[config.mk]
export PLATFORM = sky130hd
export DESIGN_NAME = fp_reduce_sequencer
export DESIGN_NICKNAME = d
export VERILOG_FILES = /design/src/rtl/fp_reduce_sequencer.sv
export SDC_FILE = /design/constraint.sdc
export NUM_CORES = 1
export LEC_CHECK = 0
export BUFFER_PORTS_ARGS = -buffer_cell sky130_fd_sc_hd__buf_2
export CORE_UTILIZATION = 44
export CTS_CLUSTER_SIZE = 40
export DETAILED_ROUTE_END_ITERATION = 8
export PLACE_DENSITY = 0.69
export SLEW_MARGIN = 30
export SYNTH_ARGS = -nofsm -noshare
export SYNTH_HDL_FRONTEND = slang
export SYNTH_SLANG_ARGS = --single-unit
[constraint.sdc]
create_clock -name clk_i -period 5.3 [get_ports clk_i]
set_input_delay 0.265 -clock clk_i [delete_from_list [all_inputs] [get_ports clk_i]]
set_output_delay 0.265 -clock clk_i [all_outputs]
set_load 0.02 [all_outputs]
[src/rtl/fp_reduce_sequencer.sv]
// fp_reduce_sequencer
// Reduces each set of floating-point beats to a single sum using an external
// adder. Pending operands and returned partial sums share one in-order buffer.
// Whenever two or more entries are present, the two oldest are issued as one
// adder operation. The adder may have any latency, because results are
// appended in arrival order. A set is finished when a single entry remains
// and nothing is still in flight.
module fp_reduce_sequencer #(
  parameter int EXP_WIDTH  = 8,
  parameter int FRAC_WIDTH = 23,
  parameter int DEPTH      = 8
) (
  input  logic                          clk_i,
  input  logic                          rst_i,
  input  logic [EXP_WIDTH+FRAC_WIDTH:0] fp_i,
  input  logic                          valid_i,
  input  logic                          last_i,
  output logic                          ready_o,
  output logic [EXP_WIDTH+FRAC_WIDTH:0] add_a_o,
  output logic [EXP_WIDTH+FRAC_WIDTH:0] add_b_o,
  output logic                          add_valid_o,
  input  logic [EXP_WIDTH+FRAC_WIDTH:0] add_sum_i,
  input  logic                          add_valid_i,
  output logic [EXP_WIDTH+FRAC_WIDTH:0] sum_o,
  output logic                          sum_valid_o,
  output logic                          err_o
);

  localparam int W  = 1 + EXP_WIDTH + FRAC_WIDTH;
  localparam int CW = $clog2(DEPTH + 1);
  localparam int PW = $clog2(DEPTH);

  typedef enum logic [1:0] {
    COLLECT = 2'd0,
    DRAIN   = 2'd1,
    DONE    = 2'd2
  } state_t;

  state_t         r_state;
  logic [W-1:0]   r_buf [DEPTH];
  logic [PW-1:0]  r_head;
  logic [PW-1:0]  r_tail;
  logic [CW-1:0]  r_count;
  logic [CW-1:0]  r_outstanding;
  logic           r_err;
  logic [W-1:0]   r_add_a;
  logic [W-1:0]   r_add_b;
  logic           r_add_valid;
  logic [W-1:0]   r_sum;
  logic           r_sum_valid;

  logic [CW:0]    w_occ;
  logic           w_ready;
  logic           w_acc;
  logic           w_res_wr;
  logic           w_spurious;
  logic           w_issue;
  logic           w_wr0_en;
  logic           w_wr1_en;
  logic [W-1:0]   w_wr0_data;
  logic [PW-1:0]  w_head1;
  logic [PW-1:0]  w_head2;
  logic [PW-1:0]  w_tail1;
  logic [PW-1:0]  w_tail2;
  logic [PW-1:0]  w_head_nxt;
  logic [PW-1:0]  w_tail_nxt;
  logic [CW-1:0]  w_count_nxt;
  logic [CW-1:0]  w_out_nxt;
  logic           w_drain_done;

  // Circular pointer advance; DEPTH need not be a power of two.
  function automatic logic [PW-1:0] ptr_inc(input logic [PW-1:0] p);
    return (p == PW'(DEPTH - 1)) ? '0 : p + PW'(1);
  endfunction

  // Every in-flight issue reserves one slot for its returning result.
  // Accepting a beat only while the buffer plus those reserved slots is below
  // DEPTH guarantees that a returning result always finds room.
  assign w_occ      = {1'b0, r_count} + {1'b0, r_outstanding};
  assign w_ready    = (r_state == COLLECT) && (w_occ < (CW+1)'(DEPTH));
  assign w_acc      = valid_i & w_ready;
  assign w_res_wr   = add_valid_i & (r_outstanding != '0);
  assign w_spurious = add_valid_i & (r_outstanding == '0);
  assign w_issue    = (r_count >= CW'(2));

  assign w_head1 = ptr_inc(r_head);
  assign w_head2 = ptr_inc(w_head1);
  assign w_tail1 = ptr_inc(r_tail);
  assign w_tail2 = ptr_inc(w_tail1);

  // An adder result takes the first write slot, so it is queued ahead of a
  // beat that arrives in the same cycle.
  assign w_wr0_en   = w_res_wr | w_acc;
  assign w_wr1_en   = w_res_wr & w_acc;
  assign w_wr0_data = w_res_wr ? add_sum_i : fp_i;

  assign w_head_nxt  = w_issue ? w_head2 : r_head;
  assign w_tail_nxt  = w_wr1_en ? w_tail2 : (w_wr0_en ? w_tail1 : r_tail);
  assign w_count_nxt = r_count + CW'(w_res_wr) + CW'(w_acc) - (w_issue ? CW'(2) : CW'(0));
  assign w_out_nxt   = r_outstanding + CW'(w_issue) - CW'(w_res_wr);

  assign w_drain_done = (r_state == DRAIN) && (r_count == CW'(1)) &&
                        (r_outstanding == '0) && !add_valid_i && !w_issue;

  // Operand storage: up to two appends per cycle at the tail.
  always_ff @(posedge clk_i) begin
    if (w_wr0_en) r_buf[r_tail]  <= w_wr0_data;
    if (w_wr1_en) r_buf[w_tail1] <= fp_i;
  end

  // Buffer occupancy, in-flight issue count and sticky error flag.
  always_ff @(posedge clk_i or posedge rst_i) begin
    if (rst_i) begin
      r_head        <= '0;
      r_tail        <= '0;
      r_count       <= '0;
      r_outstanding <= '0;
      r_err         <= 1'b0;
    end else begin
      r_outstanding <= w_out_nxt;
      if (w_spurious) r_err <= 1'b1;
      if (r_state == DONE) begin
        r_head  <= '0;
        r_tail  <= '0;
        r_count <= '0;
      end else begin
        r_head  <= w_head_nxt;
        r_tail  <= w_tail_nxt;
        r_count <= w_count_nxt;
      end
    end
  end

  // Adder issue: pop the two oldest entries, older on A and newer on B.
  always_ff @(posedge clk_i or posedge rst_i) begin
    if (rst_i) begin
      r_add_a     <= '0;
      r_add_b     <= '0;
      r_add_valid <= 1'b0;
    end else begin
      r_add_valid <= w_issue;
      if (w_issue) begin
        r_add_a <= r_buf[r_head];
        r_add_b <= r_buf[w_head1];
      end
    end
  end

  // Set sequencing; the result is registered on entry to DONE.
  always_ff @(posedge clk_i or posedge rst_i) begin
    if (rst_i) begin
      r_state     <= COLLECT;
      r_sum       <= '0;
      r_sum_valid <= 1'b0;
    end else begin
      r_sum_valid <= 1'b0;
      case (r_state)
        COLLECT: if (w_acc && last_i) r_state <= DRAIN;
        DRAIN: begin
          if (w_drain_done) begin
            r_state     <= DONE;
            r_sum       <= r_buf[r_head];
            r_sum_valid <= 1'b1;
          end
        end
        DONE:    r_state <= COLLECT;
        default: r_state <= COLLECT;
      endcase
    end
  end

  assign ready_o     = w_ready & ~rst_i;
  assign add_a_o     = r_add_a;
  assign add_b_o     = r_add_b;
  assign add_valid_o = r_add_valid;
  assign sum_o       = r_sum;
  assign sum_valid_o = r_sum_valid;
  assign err_o       = r_err;

endmodule

# After elaboration in Yosys (flattened, before gate mapping)

Memory sizes are Yosys's and may differ from the RTL's. A register that Yosys moved wholly into a read port is not among the register bits.
Index checks and enable logic that the tools add are counted.

Flip-flop bits (word level): 83
Logic and storage cells: 75
Input port bits: 69
Latch bits: 0
Memories kept: 1
Bits in read-only memories: 0
RAM bits: 256

Reduce and logical (&&, ||, !) cells: 15
$mul: 0
$lt $le $gt $ge: 2
Shift-type cells: 0
$add $sub $neg: 10
Divide/modulo/power cells: 0
Equality and inequality tests: 9
Bitwise logic cells: 7
Muxes and demuxes: 21

Memory list:

| memory | depth | width | read ports | clocked after Yosys merged registers in | wr ports | line | source |
|---|---|---|---|---|---|---|---|
| r_buf  | 8     | 32    | 2          | 1                                       | 2        | 40   | `logic [W-1:0] r_buf [DEPTH];` |

Operator list:

| kind                                                                   | count |
|---|---|
| 32-bit two-way mux                                                     | 1 |
| 3-bit two-way mux                                                      | 9 |
| 3-bit by 1-bit adder with 3-bit output (second input constant)         | 4 |
| 4-bit by 1-bit adder with 4-bit output                                 | 3 |
| 3-bit == test (second input constant)                                  | 4 |
| 1-bit logical AND                                                      | 6 |
| 1-bit two-way mux                                                      | 6 |
| 2-bit two-way mux                                                      | 3 |
| 4-bit by 4-bit adder with 5-bit output                                 | 1 |
| 1-bit bitwise AND                                                      | 5 |
| 5-bit by 4-bit < comparator with 1-bit output (second input constant)  | 1 |
| 4-bit by 1-bit == test with 1-bit output (second input constant)       | 1 |
| 4-bit by 2-bit >= comparator with 1-bit output (second input constant) | 1 |
| 4-bit zero test                                                        | 1 |
| 4-bit two-way mux                                                      | 1 |
| 2-bit one-hot mux with 2 select lines                                  | 1 |
| 2-bit AND reduction                                                    | 2 |
| 4-bit nonzero test                                                     | 1 |
| 4-bit by 1-bit subtractor with 4-bit output                            | 1 |
| 4-bit by 2-bit subtractor with 4-bit output                            | 1 |
| 3-bit nonzero test                                                     | 1 |
| 2-bit by 1-bit == test with 1-bit output (second input constant)       | 1 |
| 2-bit == test (second input constant)                                  | 1 |
| 1-bit zero test                                                        | 2 |
| other kinds (6)                                                        | 6 |

# Depth between registers and ports, before layout

Depth after elaboration: 8
Mapped depth: 12

# Least setup slack after synthesis

Ideal clock, no wire load.

Path type: register to register
Start point: register r_count[3]
End point: memory r_buf[0][0] in the netlist's numbering, enable pin
Path slack: 168 ps
Library setup time: 472 ps
Stages on the path, launching flop included: 8
Clock period less this slack: 5132 ps
Buffers on the path: 0
Required time: 4828 ps
Arrival time: 4660 ps
Cells stage by stage: dfrtp_1 ha_1 or4_4 a2111oi_4 inv_1 ha_1 or2_2 o32ai_1

RTL lines:

| what                   | line | source |
|---|---|---|
| from (decl)            | 43   | `logic [CW-1:0] r_count;` |
| from (signal assigned) | 129  | `r_count <= w_count_nxt;` |
| to (decl)              | 40   |  |

==> impl_metrics.tcl <==
set metrics [dict create \
    period_share_pct 76.5 \
    finalSetupViolCount 0 \
    grt_max_degree 85 \
    synthSimpleGateAreaFrac_pct 5.21 \
    detailed_place_hpwl_mm 32.9 \
    timing.hold.worst.class "input pin to flip-flop" \
    netSwitchingPower_uw 4500 \
    post-route-util_pct 51.8 \
    cts_repair_resize_count 0 \
    buffer_ports.inserted 168 \
    synth_top_family_by_area "multiplexers" \
    drc 0 \
    wl_met3_mm 4.44 \
    yosys_register_bits 371 \
    critPathMaxFanout 20 \
    power-per-cell-area_nw_per_um2 547 \
    internal_power_uw 7810 \
    timing.max_slew.rel_slack_pct 32.4 \
    routed_wirelength_mm 54.5 \
    clock-root-buffer "sky130_fd_sc_hd__clkbuf_16" \
    placed_area_um2 21000 \
    drtAntennaViolNets 0 \
    tightestPinTransition_ns 1.01 \
    synthMuxAreaShare_pct 28.0 \
    startpoint_type "flip-flop" \
    cts.repair_timing.setup_buffer_count 0 \
    cts_max_path_buffers 3 \
    total_leakage_power_uw 0.00849 \
    place_congestion 0.825 \
    synthCells 1368 \
    floorplan.initialDensity_pct 45.1 \
    syn-num-nets 1460 \
    synthArstFlopShare_pct 31.0 \
    area_delta_synth_final_pct 14.9 \
    first_iter_violations 1169 \
    synth.cell_area_um2 19600 \
    timing.max_cap.violations 0 \
    grt-ovfl-total 0 \
    timing_worst_setup_path_type "flip-flop to flip-flop" \
    maxUsedRoutingLayer "met5" \
    drt-vias-per-instance 6.06 \
    die_extent_in_y_um 213 \
    finalHoldViolations 0 \
    met1_length_mm 22.3 \
    total_routing_resource_utilization_after_global_routing_pct 24.3 \
    core.rowCount 76 \
    drt_pre_antenna_iters 7 \
    ys.warnings.count 0 \
    nets 1604 \
    io_pins 169 \
    synth_enable_flop_cells 256 \
    critical_path_arrival_ns 4.37 \
    synth_adder_area_share_pct 1.55 \
    fin_tns_setup_ns 0 \
    grt_setup_unrepaired "no" \
    grt_first_pass_wirelength_mm 81.4 \
    fill_cells 3663 \
    core_um2 43500 \
    clock_skew_ns 0.00992 \
    fmax_mhz 247 \
    clk_latency_ns 0.57 \
    cts_inserted_buffers 41 \
    die_area_um2 45300 \
    critPathCaptureType "flip-flop" \
    xor_xnor_share_of_the_synthesized_area_pct 0.313 \
    routed-via-count 12900 \
    pwr-share-clk_pct 24.2 \
    synth-seq-area-share_pct 54.0 \
    initial_antenna_violation_count 5 \
    die_w_um 213 \
    cts_max_level 2 \
    final.min_clock_period_ns 4.05 \
    tritoncts "done" \
    peakVddDrop_mv 0.268 \
    clock_sinks 371 \
    cell_area_after_layout_um2 22500 \
    status "finished, final reports clean" \
    post_synthesis_compound_gate_area_fraction_pct 7.63 \
    syn-mean-instance-area_um2 14.3 \
    final_max_slew_viol_count 0 \
    synth_top_flop_cell "sky130_fd_sc_hd__edfxtp_1" \
    wire_per_inst_um 25.5 \
    power.share.sequential_pct 36.7 \
    cp.required_ns 5.61 \
    power.switching_fraction_pct 36.5 \
    comb_power_share_pct 39.1 \
    grt_pass1_vias 13200 \
    cts_hold_repair.buffers 3 \
    drive_above_1_share_pct 41.2 \
    worst_setup_hold_path_clk_slew_ns 0.06 \
    post_synth_num_cell_types 51 \
    wl_met2_mm 26.3 \
    final.hold.worst_slack_ns 0.0910 \
]
[cells in the final DEF (no fill, tap or decap), drive strengths merged, types with 2 or more instances in the layout]
cell type    netlist  routed
a311o             14      14
bufinv             0       4
o22a              17      17
nand2            108     108
mux2i             68      68
or2                2       2
fa                 2       2
clkbuf            35      54
nand2b             5       5
a211oi            32      32
nor2              61      61
edfxtp           256     256
nor2b             37      37
xor2               3       3
o221ai            18      18
nand4              4       4
clkinv             0      12
mux4              79      79
a21o               2       2
dlygate4sd3        0       3
ha                21      21
a21oi             66      66
a311oi            17      17
mux2             258     258
clkinvlp           0       4
o21ai             41      41
dfrtp            115     115
inv               20      22
a2111oi            2       2
diode              0       4
xnor2              4       4
buf               68     201
[layer usage]
| metal | GRT usage, % | vias to the layer above |
|---|---|---|
| met2 | 39.7 | 551 |
| met4 | 8.14 | 4 |
| met5 | 0 | - |
| met1 | 32.2 | 6654 |
| met3 | 5.22 | 102 |
| li1 | - | 5617 |
[final timing paths]
check	start	end	slack (ns)	cells after the start
min in group asynchronous	rst_i	add_b_o[3]$_DFFE_PP0P_	0.32	3
hold reg to reg	err_o$_DFFE_PP0P_	err_o$_DFFE_PP0P_	0.45	1
hold / removal	fp_i[4]	r_buf[7][4]$_DFFE_PP_	0.09	2
max in group asynchronous	rst_i	r_head[1]$_DFFE_PP0P_	3.84	4
setup / recovery	r_count[3]$_DFF_PP0_	r_buf[1][3]$_DFFE_PP_	1.25	9
setup reg to reg	r_count[3]$_DFF_PP0_	r_buf[1][3]$_DFFE_PP_	1.25	9
[cell usage after synthesis (4+ instances only)]
library cell | n | area share (%)
sky130_fd_sc_hd__buf_2 | 25 | 0.64
sky130_fd_sc_hd__nand4_1 | 4 | 0.13
sky130_fd_sc_hd__nor2_1 | 59 | 1.1
sky130_fd_sc_hd__buf_4 | 30 | 1.2
sky130_fd_sc_hd__mux4_2 | 79 | 9.1
sky130_fd_sc_hd__a311o_1 | 14 | 0.72
sky130_fd_sc_hd__mux2i_1 | 68 | 3.5
sky130_fd_sc_hd__buf_6 | 7 | 0.40
sky130_fd_sc_hd__mux2_1 | 6 | 0.35
sky130_fd_sc_hd__clkbuf_1 | 35 | 0.67
sky130_fd_sc_hd__ha_1 | 21 | 1.3
sky130_fd_sc_hd__a211oi_1 | 32 | 1.2
sky130_fd_sc_hd__nand2b_1 | 5 | 0.16
sky130_fd_sc_hd__a21oi_1 | 64 | 1.6
sky130_fd_sc_hd__mux2_2 | 222 | 13
sky130_fd_sc_hd__buf_1 | 6 | 0.12
sky130_fd_sc_hd__mux2_4 | 30 | 2.3
sky130_fd_sc_hd__dfrtp_1 | 115 | 15
sky130_fd_sc_hd__nand2_1 | 107 | 2.1
sky130_fd_sc_hd__a311oi_1 | 17 | 0.76
sky130_fd_sc_hd__inv_1 | 17 | 0.33
sky130_fd_sc_hd__edfxtp_1 | 256 | 39
sky130_fd_sc_hd__o21ai_0 | 39 | 1.0
sky130_fd_sc_hd__xnor2_1 | 4 | 0.18
sky130_fd_sc_hd__o22a_1 | 17 | 0.76
sky130_fd_sc_hd__nor2b_1 | 37 | 1.2
sky130_fd_sc_hd__o221ai_1 | 18 | 0.81
[through the flow]
step	std cells	total power [µW]	worst slack (ns)
floorplan	1368	7800	0.168
global placement	2051	9250	1.33
detailed placement	2051	9370	1.26
CTS	2130	12400	1.25
global route	2130	12900	1.10
finish	2134	12300	1.25
[critical path, cell delays in order, from the launching register on]
cell and delay (ns):
sky130_fd_sc_hd__dfrtp_1 0.38, sky130_fd_sc_hd__ha_1 0.29, sky130_fd_sc_hd__or4_4 0.44, sky130_fd_sc_hd__a2111oi_4 0.45, sky130_fd_sc_hd__ha_1 0.48, sky130_fd_sc_hd__nor4b_4 0.39, sky130_fd_sc_hd__nand2_1 0.19, sky130_fd_sc_hd__nand2_2 0.35
sky130_fd_sc_hd__buf_4 0.43, sky130_fd_sc_hd__mux2_2 0.38
[flip-flops by register name, summed over array words and instances (netlist names)]
register / count
sum_valid_o: 1
r_tail: 3
add_valid_o: 1
r_state: 2
err_o: 1
add_b_o: 32
sum_o: 32
r_outstanding: 4
r_buf: 256
r_head: 3
r_count: 4
add_a_o: 32
[power by group through the flow]
stage | Clock (µW) | Sequential, µW | Combinational (µW)
after floorplan | 0 | 4800 | 3000
after global placement | 0 | 4540 | 4710
after detailed placement | 0 | 4560 | 4800
after CTS | 3020 | 4520 | 4830
after global routing | 3140 | 4600 | 5170
final | 2980 | 4520 | 4810
[logic make-up after synthesis]
kind of cell	count (synthesis)
mux	405
fa+ha+maj	23
simple gates	223
xor+xnor	7
buf+inv	123
compound gates	216
flops	371
[layout make-up]
class / count / area (µm²) / area share [%]
Inverter: 20 / 85.1 / 0.378
Clock inverter: 22 / 229 / 1.02
Multi-Input combinational cell: 874 / 8530 / 37.9
Clock buffer: 54 / 1180 / 5.23
Timing Repair Buffer: 204 / 1150 / 5.10
Sequential cell: 371 / 10600 / 47.0
Antenna cell: 4 / 10.0 / 0.0445
Tap cell: 585 / 732 / 3.25
Note: power is estimated with default switching activity, not from simulation.
